### src/rtl/aes_inv_key_schedule.sv
// AES-128 inverse-cipher round-key generator: forward-expands to round 10, then steps back one round per next_i.
// Optional build macro AES_INV_KEY_LAST_LOAD_EN adds key_is_last_i to load a round-10 key directly.
//
// state  | meaning
// IDLE   | no valid key, waiting for load
// EXPAND | forward expansion from cipher key toward round 10
// READY  | round_key_o valid, next_i steps back toward round 0
module aes_inv_key_schedule #(
  parameter int NR = 10
) (
  input  logic         clk_i,
  input  logic         reset_i,
  input  logic         load_i,
  input  logic [127:0] key_i,
`ifdef AES_INV_KEY_LAST_LOAD_EN
  input  logic         key_is_last_i,
`endif
  input  logic         next_i,
  output logic [127:0] round_key_o,
  output logic [3:0]   round_idx_o,
  output logic         key_valid_o,
  output logic         busy_o
);

  localparam logic [3:0] LAST_RND = 4'(NR);

  localparam logic [2047:0] SBOX = {
    128'h637c777bf26b6fc53001672bfed7ab76, 128'hca82c97dfa5947f0add4a2af9ca472c0,
    128'hb7fd9326363ff7cc34a5e5f171d83115, 128'h04c723c31896059a071280e2eb27b275,
    128'h09832c1a1b6e5aa0523bd6b329e32f84, 128'h53d100ed20fcb15b6acbbe394a4c58cf,
    128'hd0efaafb434d338545f9027f503c9fa8, 128'h51a3408f929d38f5bcb6da2110fff3d2,
    128'hcd0c13ec5f974417c4a77e3d645d1973, 128'h60814fdc222a908846eeb814de5e0bdb,
    128'he0323a0a4906245cc2d3ac629195e479, 128'he7c8376d8dd54ea96c56f4ea657aae08,
    128'hba78252e1ca6b4c6e8dd741f4bbd8b8a, 128'h703eb5664803f60e613557b986c11d9e,
    128'he1f8981169d98e949b1e87e9ce5528df, 128'h8ca1890dbfe6426841992d0fb054bb16
  };

  typedef enum logic [1:0] {IDLE, EXPAND, READY} state_e;

  state_e       state_q, state_d;
  logic [127:0] round_key_q, round_key_d;
  logic [3:0]   round_idx_q, round_idx_d;
  logic         load_last;

`ifdef AES_INV_KEY_LAST_LOAD_EN
  assign load_last = load_i & key_is_last_i;
`else
  assign load_last = 1'b0;
`endif

  function automatic logic [7:0] sbox(input logic [7:0] b);
    return SBOX[(255 - int'(b)) * 8 +: 8];
  endfunction

  function automatic logic [7:0] rcon(input logic [3:0] r);
    case (r)
      4'd1:    return 8'h01;
      4'd2:    return 8'h02;
      4'd3:    return 8'h04;
      4'd4:    return 8'h08;
      4'd5:    return 8'h10;
      4'd6:    return 8'h20;
      4'd7:    return 8'h40;
      4'd8:    return 8'h80;
      4'd9:    return 8'h1b;
      4'd10:   return 8'h36;
      default: return 8'h00;
    endcase
  endfunction

  logic [31:0] w0, w1, w2, w3;
  logic [31:0] w3_prev, sub_in, rot, sub_out, t_word;
  logic [3:0]  rcon_idx;
  logic [127:0] fwd_key, inv_key;

  assign w0 = round_key_q[127:96];
  assign w1 = round_key_q[95:64];
  assign w2 = round_key_q[63:32];
  assign w3 = round_key_q[31:0];
  assign w3_prev = w3 ^ w2;

  // One S-box bank serves both directions; only one is used in any given state.
  assign sub_in   = (state_q == EXPAND) ? w3 : w3_prev;
  assign rcon_idx = (state_q == EXPAND) ? round_idx_q + 4'd1 : round_idx_q;
  assign rot      = {sub_in[23:0], sub_in[31:24]};
  assign sub_out  = {sbox(rot[31:24]), sbox(rot[23:16]), sbox(rot[15:8]), sbox(rot[7:0])};
  assign t_word   = sub_out ^ {rcon(rcon_idx), 24'h0};

  always_comb begin
    logic [31:0] n0, n1, n2, n3;
    n0 = w0 ^ t_word;
    n1 = w1 ^ n0;
    n2 = w2 ^ n1;
    n3 = w3 ^ n2;
    fwd_key = {n0, n1, n2, n3};
    inv_key = {w0 ^ t_word, w1 ^ w0, w2 ^ w1, w3_prev};
  end

  always_ff @(posedge clk_i) begin
    if (reset_i) begin
      state_q <= IDLE;
    end else begin
      state_q <= state_d;
    end
  end

  always_comb begin
    state_d = state_q;
    if (load_i) begin
      state_d = load_last ? READY : EXPAND;
    end else begin
      case (state_q)
        EXPAND:  if (round_idx_q == LAST_RND - 4'd1) state_d = READY;
        READY:   if (next_i && round_idx_q == 4'd0) state_d = IDLE;
        default: state_d = state_q;
      endcase
    end
  end

  always_comb begin
    key_valid_o = 1'b0;
    busy_o      = 1'b0;
    case (state_q)
      EXPAND:  busy_o      = 1'b1;
      READY:   key_valid_o = 1'b1;
      default: ;
    endcase
  end

  always_comb begin
    round_key_d = round_key_q;
    round_idx_d = round_idx_q;
    if (load_i) begin
      round_key_d = key_i;
      round_idx_d = load_last ? LAST_RND : 4'd0;
    end else if (state_q == EXPAND) begin
      round_key_d = fwd_key;
      round_idx_d = round_idx_q + 4'd1;
    end else if (state_q == READY && next_i && round_idx_q != 4'd0) begin
      round_key_d = inv_key;
      round_idx_d = round_idx_q - 4'd1;
    end
  end

  always_ff @(posedge clk_i) begin
    if (reset_i) begin
      round_key_q <= '0;
      round_idx_q <= '0;
    end else begin
      round_key_q <= round_key_d;
      round_idx_q <= round_idx_d;
    end
  end

  assign round_key_o = round_key_q;
  assign round_idx_o = round_idx_q;

endmodule
### config.mk
export PLATFORM = sky130hd
export DESIGN_NAME = aes_inv_key_schedule
export DESIGN_NICKNAME = d
export VERILOG_FILES = /design/src/rtl/aes_inv_key_schedule.sv
export SDC_FILE = /design/constraint.sdc
export NUM_CORES = 1
export LEC_CHECK = 0
export CAP_MARGIN = 20
export CELL_PAD_IN_SITES_DETAIL_PLACEMENT = 1
export CELL_PAD_IN_SITES_GLOBAL_PLACEMENT = 2
export CORE_MARGIN = 1
export CORE_UTILIZATION = 36
export DETAILED_ROUTE_END_ITERATION = 8
export PLACE_DENSITY = 0.95
export SLEW_MARGIN = 20
export SYNTH_ARGS = -nofsm -noshare
export SYNTH_HDL_FRONTEND = slang
export SYNTH_SLANG_ARGS = --single-unit
### constraint.sdc
create_clock -name clk_i -period 13.85 [get_ports clk_i]
set_input_delay 2.77 -clock clk_i [delete_from_list [all_inputs] [get_ports clk_i]]
set_output_delay 2.77 -clock clk_i [all_outputs]
set_load 0.02 [all_outputs]
---- Word-level counts from Yosys, hierarchy flattened ----
Memories as Yosys holds them, arrays and structs flattened.
Cells that the tools add are included.
word-level totals
  output and inout port bits .............. 134
  register bits ........................... 134
  memory bits (read-only) ................. 128
  word-level logic and storage cells ...... 55
  memories kept ........................... 1
memory list
  memory           words  bits a word  rd ports  clocked after memory_dff  write ports  RTL line  text
  (no name shown)  16     8            1         0                         0            56        case (r)
operators by class
  bitwise gates (word level) .............. 8
  reduce and logical (&&, ||, !) cells .... 12
  add/subtract/negate cells ............... 6
  multiplexer cells ....................... 13
  shift-type cells ........................ 4
  equality and inequality tests ........... 7
operators by type and width
  cell                                                                            number
  2048-bit by 12-bit indexed part select with 8-bit output, first input constant  4
  128-bit two-way mux                                                             3
  32-bit bitwise XOR                                                              8
  8-bit by 8-bit subtractor with 9-bit output, first input constant               4
  32-bit two-way mux                                                              1
  4-bit two-way mux                                                               3
  3-bit AND reduction                                                             2
  3-bit nonzero test                                                              2
  4-bit by 1-bit adder with 4-bit output, second input constant                   1
  4-bit == test, second input constant                                            1
  4-bit logical NOT                                                               1
  2-bit two-way mux                                                               2
  2-bit one-hot mux with 2 select lines                                           1
  2-bit nonzero test                                                              2
  4-bit nonzero test                                                              1
  4-bit by 1-bit subtractor with 4-bit output, second input constant              1
  1-bit logical AND                                                               3
  1-bit two-way mux                                                               3
  3-bit by 2-bit != test with 1-bit output, second input constant                 1
  3-bit != test, second input constant                                            1
  2-bit by 1-bit == test with 1-bit output, second input constant                 1
  2-bit == test, second input constant                                            1
  2-bit by 1-bit != test with 1-bit output, second input constant                 1
  2-bit != test, second input constant                                            1
  2-bit OR reduction                                                              1

---- Longest topological paths before layout ----
Gate-level depths: netlist of the first run.
  word-level depth ........................ 11
  gate-level depth with buffers ........... 26
  gate-level depth less buffers ........... 17

---- Least setup slack after synthesis of the first run ----
No wires, ideal clock.
  path kind ............................... register to register
  start point ............................. register state_q[1]
  end point ............................... register round_key_q[25], in the netlist round_key_o[25]
  setup time .............................. 0.086 ns
  arrival time ............................ 5.161 ns
  setup slack ............................. 8.603 ns
  required time ........................... 13.764 ns
  stages on the path, launching flop included .. 26
  buffers on the path ..................... 11
  period minus slack after synthesis ...... 5.247 ns
  cells stage by stage .................... dfxtp_1 > inv_1 > ha_1 > buf_4 > buf_2 > buf_2 > buf_2 > buf_2 > buf_2 > buf_2 > buf_2 > buf_1 > buf_1 > clkbuf_1 > nand2_1 > a21boi_0 > ha_1 > nand2_1 > o211ai_1 > xnor2_1 > nor4_1 > o21a_1 > a311oi_1 > a31oi_1 > xnor2_1 > a211oi_1
between the ends
  word-level cells in the longest chain between the ends .. 11
RTL lines
  item                                                      RTL line     text
  start: declaration                                        40           state_e state_q, state_d;
  start signal: assignment                                  103          state_q <= state_d;
  2-bit by 1-bit == test with 1-bit output                  83, 84, 136
  32-bit two-way mux                                        83           assign sub_in = (state_q == EXPAND) ? w3 : w3_prev;
  8-bit by 8-bit subtractor with 9-bit output               52           return SBOX[(255 - int'(b)) * 8 +: 8];
  2048-bit by 12-bit indexed part select with 8-bit output  52
  32-bit bitwise XOR                                        87           assign t_word = sub_out ^ {rcon(rcon_idx), 24'h0};
  32-bit bitwise XOR                                        91           n0 = w0 ^ t_word;
  32-bit bitwise XOR                                        92           n1 = w1 ^ n0;
  32-bit bitwise XOR                                        93           n2 = w2 ^ n1;
  32-bit bitwise XOR                                        94           n3 = w3 ^ n2;
  128-bit two-way mux                                       136          end else if (state_q == EXPAND) begin
  128-bit two-way mux                                       133          if (load_i) begin
  end signal: assignment                                    150          round_key_q <= round_key_d;
  end: declaration                                          41           logic [127:0] round_key_q, round_key_d;
Parallel ways exist; a longest one is shown, timed or not.
A chain may end at the register's enable or synchronous reset.

---- Worst setup path after layout of the first run ----
  start point ............................. register state_q[1]
  end point ............................... register round_key_q[89], in the netlist round_key_o[89]
between the ends
  word-level cells in the longest chain between the ends .. 9
RTL lines
  item                                                      RTL line
  2-bit by 1-bit == test with 1-bit output                  83, 84, 136
  32-bit two-way mux                                        83
  8-bit by 8-bit subtractor with 9-bit output               52
  2048-bit by 12-bit indexed part select with 8-bit output  52
  32-bit bitwise XOR                                        87
  32-bit bitwise XOR                                        91
  32-bit bitwise XOR                                        92
  128-bit two-way mux                                       136
  128-bit two-way mux                                       133
Parallel ways exist; a longest one is shown, timed or not.

==> results.ini, run 1 <==
[placement]
dp_hpwl_mm=99.1
gp_congestion=1.05
numPortBuffers=265
pre_cts_ws_ns=7.26
placed_area_um2=30100

[logic_synthesis]
synth_area_um2=27000
synth_edf_count=0
synthArstFlopShare_pct=0
synthTopCellsByArea=dfxtp_1, xnor2_1, nand2_1, o21ai_0, a21oi_1
ys_seq_elements=134
synth_most_common_cell=nand2_1
synth.top_cell.area_share_pct=9.93
synth_cells=3984
ys_seq_area_share_pct=9.93
synth_nets=4177
synth_cell_type_count=100
ys_warn_count=0
ys.flop_type=dfxtp_1
yosys.area.top_type=dfxtp_1
syn_area_per_cell_um2=6.78
ys_top_cells_by_count=nand2_1, nor2_1, clkbuf_1

[layout]
design_area_um2=30700
diodes=0
synthToLayoutAreaGrowth_pct=13.6
nets=4103
fillers=9434
fin_util_pct=41.3
layout-drive-gt1-share_pct=7.47

[clocking]
root_buffer=clkbuf_16
cts.clk_slew.worst_paths_ns=0.06
htreeDepth=4
cts_setup_buffers=0
clock_sinks=134
cts_buffers=17
ctsResizeCount=0
clock_path_buffers=2
hold_buffers=0
cts_tree=done
clock_latency_ns=0.50

[worst_setup_path]
cp_slowest_cell=clkinv_1
worst_ep_arrival_time_ns=6.94
crit_family=compound AO/OA/AOI/OAI gates
required_ns=14.22
worstSetupEndpointType=register
path_depth=18
crit_buf_inv=3
reg2regPathDepth=18
slowest_delay_ns=0.76
worstSetupPathType=reg2reg
cp_cell_sequence=inv_1 > ha_4 > nor2b_1 > xnor2_2 > buf_4 > clkinv_1 > ha_1 > and2_1 > mux2i_1 > a31oi_1 > a21boi_0 > a211o_1 > a32o_1 > a21oi_1 > xor2_1 > a22oi_1 > and4_1 > a311o_1
cp_max_fo=54
cp-start-kind=register

[sta]
finalHoldViolations=0
fin_crit_sh_pct=47.4
finalMaxSlewViolations=0
fin_skew_ns=0.0163
timing.final.ws_setup_ns=7.28
period_minus_slack_ns=6.57
max_freq_mhz=152
worstMarginPinSlew_ns=1.33
rsz0062_at_grt=false
finalSetupTns_ns=0
setup_viol=0
max_slew_margin_pct=9.05

[job]
drv_cap=0

[die]
dieArea_um2=76100
core_um2=74300
num_io_pins=266
die_w_um=276
floorplan.initialDensity_pct=36.3
die_y_um=276
rows=100

[global_routing]
grt_max_degree=134
track_usage_pct=36.2
grt-ovfl-total=0
grt_pass1_wl_mm=214
grt_pass1_vias=33500
antenna_found_initial=0

[min_path]
holdPathStages=2
holdCritPathClass=reg2reg

[power_and_ir_drop]
powerDensity_nw_per_um2=180
p_leak_nw=10.4
ir_worst_vdd_mv=0.0826

[route]
totalWireLength_mm=143
dr.pass1.iters=6
drtIter0Drc=5430
viasPerCell=7.16
antenna_left=0
post_drt_wl_per_cell_um=29.3
drc=0
num_vias=35000

[outcome]
status=finished, final reports clean

==> cell families (layout without fill, tap and decap cells) <==
logic type      Yosys count  after routing  synth area share, %
compound gates         1474           1474                 38.8
xor+xnor                253            253                 8.65
fa+ha+maj                61             61                 2.83
buf+inv                 545            483                 8.32
flops                   134            134                 9.93
mux                     162            162                 6.68
simple gates           1355           1355                 24.8
==> metal layers <==
metal	global-route usage (%)	share of wire (%)	routed length (µm)
met5	0	0	0
met1	48.5	41	58900
met2	54.6	43	61200
met3	7.72	11	15600
met4	18.0	5.3	7540
==> sequential cells by signal (all words and copies together) (netlist names) <==
signal       cells
round_key_o    128
round_idx_o      4
state_q          2
==> final timing paths <==
check                    from          endpoint  slack [ns]
max                state_q[1]   round_key_o[89]        7.28
min          round_key_o[126]  round_key_o[126]        0.55
max reg2reg        state_q[1]   round_key_o[89]        7.28
min reg2reg  round_key_o[126]  round_key_o[126]        0.55
==> worst reg2reg max path, cell delays in order (launching register included) <==
cell,delay (ns)
dfxtp_1,0.33
inv_1,0.10
ha_4,0.57
nor2b_1,0.22
xnor2_2,0.16
buf_4,0.43
clkinv_1,0.76
ha_1,0.67
and2_1,0.25
mux2i_1,0.40
a31oi_1,0.34
a21boi_0,0.23
a211o_1,0.28
a32o_1,0.31
a21oi_1,0.18
xor2_1,0.51
a22oi_1,0.19
and4_1,0.26
a311o_1,0.27
==> cells in the final DEF, fill, tap and decap left out, drive strengths merged, types with 21 or more instances in the layout <==
cell type        n
nor3           137
a31oi           74
nand2b          67
buf            111
o32ai           31
nand2          373
ha              61
a21o            23
a22oi           25
mux2i          123
xor2            79
nor4            31
o22ai           57
and3            50
a21oi          253
o211ai          92
or3             42
a2111oi         37
a311oi          55
nand3          138
inv             71
xnor2          172
o221ai          48
nor2           299
a211oi          96
dfxtp          134
a221oi          69
and2            30
o2111ai         28
a32oi           27
clkdlybuf4s50  263
o21ai          262
o311ai          32
o31ai           24
mux2            27
nor3b           21
nor2b           53
a311o           25
==> final cells by class <==
| class | instances | area (µm²) | area share, % |
|---|---|---|---|
| clock buffer | 19 | 443 | 1.44 |
| clock inverter | 12 | 130 | 0.424 |
| inverter | 78 | 300 | 0.978 |
| multi-input combinational | 3305 | 22400 | 73.1 |
| sequential | 134 | 2680 | 8.74 |
| tap | 969 | 1210 | 3.95 |
| timing repair buffer | 374 | 3480 | 11.3 |
==> metrics by stage <==
step | instances | hold WS, ns | power, W
final | 4891 | 0.546 | 0.00552
after global routing | 4891 | 0.571 | 0.00575
after CTS | 4891 | 0.551 | 0.00534
after detailed placement | 4860 | 0.542 | 0.00484
after global placement | 4860 | 0.510 | 0.00479
after floorplan | 3984 | 0.485 | 0.00344
==> power breakdown <==
group / total [W] / switching [W] / internal, W
clock: 0.000484 / 0.000216 / 0.000268
sequential: 0.000611 / 0.000170 / 0.000441
combinational: 0.00442 / 0.00292 / 0.00150
total: 0.00552 / 0.00331 / 0.00221
No activity file was read; power rests on OpenSTA's default activity.
==> run 2, diff against run 1 <==
--- a/config.mk
+++ b/config.mk
@@ -9,7 +9,7 @@
 export CELL_PAD_IN_SITES_DETAIL_PLACEMENT = 1
 export CELL_PAD_IN_SITES_GLOBAL_PLACEMENT = 2
 export CORE_MARGIN = 1
-export CORE_UTILIZATION = 36
+export CORE_UTILIZATION = 34
 export DETAILED_ROUTE_END_ITERATION = 8
 export PLACE_DENSITY = 0.95
 export SLEW_MARGIN = 20
==> constraint.sdc (replaced) <==
create_clock -name clk_i -period 6.7 [get_ports clk_i]
set_input_delay 1.34 -clock clk_i [delete_from_list [all_inputs] [get_ports clk_i]]
set_output_delay 1.34 -clock clk_i [all_outputs]
set_load 0.02 [all_outputs]
==> run 2 against run 1 <==
  * Clock power grew 98%
  * Sequential share of layout area down 0.17 points
  * Non-clock buffer count grew 50
  * Critical path type unchanged
==> results.ini, run 2 (same netlist as run 1, synthesis figures left out) <==
[global_routing]
track_usage_pct=36.1  ; -0.065 points
busiest_layer=met2
grtUsageMet1_pct=48.3  ; -0.12 points
grt_pass1_vias=33900  ; +1.4%
use_met3_pct=8.19  ; +0.47 points
grtUsageMet2_pct=53.0  ; -1.6 points
grt_max_degree=90  ; -33%
grt-ovfl-total=0  ; unchanged
grt_pass1_wl_mm=227  ; +6.0%
antenna_found_initial=5  ; +5

[sta]
setup_viol=0  ; unchanged
finalMaxSlewViolations=0  ; unchanged
timing.final.ws_setup_ns=1.16  ; -6.11 ns
max_slew_margin_pct=22.6  ; +14 points
period_minus_slack_ns=5.54  ; -1.04 ns
finalSetupTns_ns=0  ; unchanged
fin_skew_ns=0.0211  ; +0.00484 ns
worstMarginPinSlew_ns=1.16  ; -0.166 ns
fin_crit_sh_pct=82.6  ; +35 points
finalHoldViolations=0  ; unchanged
rsz0062_at_grt=false
max_freq_mhz=181  ; +19%

[min_path]
holdCritPathClass=reg2reg
holdPathStages=2  ; unchanged
hp-start=state_q[1]
holdPathEnd=state_q[1]

[clocking]
cts.clk_slew.worst_paths_ns=0.07  ; about the same
clock_path_buffers=2  ; unchanged
htreeDepth=4  ; unchanged
cts_tree=done
cts_buffers=17  ; unchanged
ctsResizeCount=0  ; unchanged
clock_sinks=134  ; unchanged
cts_setup_buffers=0  ; unchanged
clock_latency_ns=0.50  ; about the same
root_buffer=clkbuf_16
hold_buffers=0  ; unchanged

[route]
drtIter0Drc=5610  ; +3.3%
viasPerCell=7.06  ; -1.4%
num_vias=35400  ; +1.1%
post_drt_wl_per_cell_um=30.2  ; +3.3%
antenna_left=0  ; unchanged
totalWireLength_mm=152  ; +5.9%
drc=0  ; unchanged
dr.pass1.iters=6  ; unchanged

[worst_setup_path]
slowest_delay_ns=0.54  ; -0.22 ns
rr_endpoint=round_key_o[89]
rrSetupSlack_ns=1.16  ; -6.11 ns
reg2regPathDepth=17  ; -1
worst_ep_arrival_time_ns=5.92  ; -1.02 ns
cp_slowest_cell=xnor2_2
cp-start-kind=register
r2r-start=state_q[0]
cp_cell_sequence=ha_4 > nor2b_1 > xnor2_2 > clkinv_1 > ha_1 > buf_4 > and2_1 > mux2i_1 > a31oi_1 > a21boi_0 > a211o_1 > a32o_1 > a21oi_1 > xor2_1 > a22oi_1 > and4_1 > a311o_1
worstSetupPathType=reg2reg
worstSetupEndpointType=register
required_ns=7.08  ; -7.14 ns
cp_max_fo=18  ; -67%

[layout]
synthToLayoutAreaGrowth_pct=15.8
multi_input_area_um2=22500  ; +0.25%
nets=4153  ; +1.2%
layout-drive-gt1-share_pct=8.66  ; +1.2 points
fin_util_pct=40.1  ; -1.2 points
regArea_um2=2680  ; unchanged
fillers=9746  ; +3.3%
largest_reg_flops=128  ; unchanged
layout_commonest_cell=nand2_1
layout.cells.most_common_list=nand2_1, nor2_1, clkdlybuf4s50_1
instances_no_fill=5014  ; +2.5%

[placement]
dp_hpwl_mm=108  ; +9.1%
pre_cts_ws_ns=1.31  ; -5.95 ns
gp_congestion=1.04  ; -1.3%
placed_cells=4981  ; +2.5%
numPortBuffers=265  ; unchanged

[die]
core_um2=78000  ; +4.9%
num_io_pins=266  ; unchanged
dieArea_um2=80600  ; +5.8%
die_w_um=284  ; +2.9%
die_y_um=284  ; +2.9%
floorplan.initialDensity_pct=34.6  ; -1.7 points
rows=102  ; +2.0%

[power_and_ir_drop]
powerDensity_nw_per_um2=373  ; +110%
p_leak_nw=10.7  ; +2.7%
ir_worst_vdd_mv=0.226  ; +170%
total_power_w=0.0117  ; +110%

[outcome]
status=finished, final reports clean

[job]
drv_cap=0  ; unchanged

## run 2: cell type report
class,count,share of cell area (%)
Inverter,78,0.960
Clock buffer,20,1.43
Timing Repair Buffer,424,12.6
Multi-Input combinational cell,3305,71.9
Tap cell,1040,4.16
Sequential cell,134,8.57
Clock inverter,12,0.308
Antenna cell,1,0.00800
## run 2: worst max path at each step
stage | to | cells after the start | slack, ns | startpoint
after floorplan | round_key_o[25] | 25 | 1.45 | state_q[1]
after detailed placement | round_key_o[28] | 15 | 1.31 | state_q[0]
final | round_key_o[89] | 17 | 1.16 | state_q[0]
after global routing | round_key_o[28] | 16 | 0.88 | state_q[1]
after CTS | round_key_o[28] | 15 | 1.25 | state_q[0]
after global placement | round_key_o[28] | 16 | 1.33 | state_q[1]
## run 2: report_power, final
group	leakage [nW]	total [W]	internal, W	switching (W)
clock	0.259	0.000960	0.000488	0.000472
combinational	9.33	0.00946	0.00324	0.00622
sequential	1.11	0.00127	0.000911	0.000354
## run 2: stage by stage
step / hold WS [ns] / cell area [µm²]
detailed placement: 0.521 / 30700
floorplan: 0.485 / 27000
global route: 0.576 / 31300
global placement: 0.510 / 30700
finish: 0.530 / 31300
CTS: 0.530 / 31300
## run 2: routing by layer
metal	vias to the layer above	wire length [µm]
li1	15100	-
met1	17400	62400
met2	2394	63400
met3	506	16400
met4	4	9420
met5	-	21
## run 2: critical path, delay by kind of cell (launching register included)
family / cells / cell delay (ns)
adder cells (fa/ha/maj): 2 / 0.62
AND/OR/NAND/NOR: 3 / 0.56
XOR/XNOR: 2 / 0.92
AO/OA/AOI/OAI: 7 / 1.87
multiplexers: 1 / 0.41
buffers and inverters: 2 / 0.61
flip-flops: 1 / 0.40
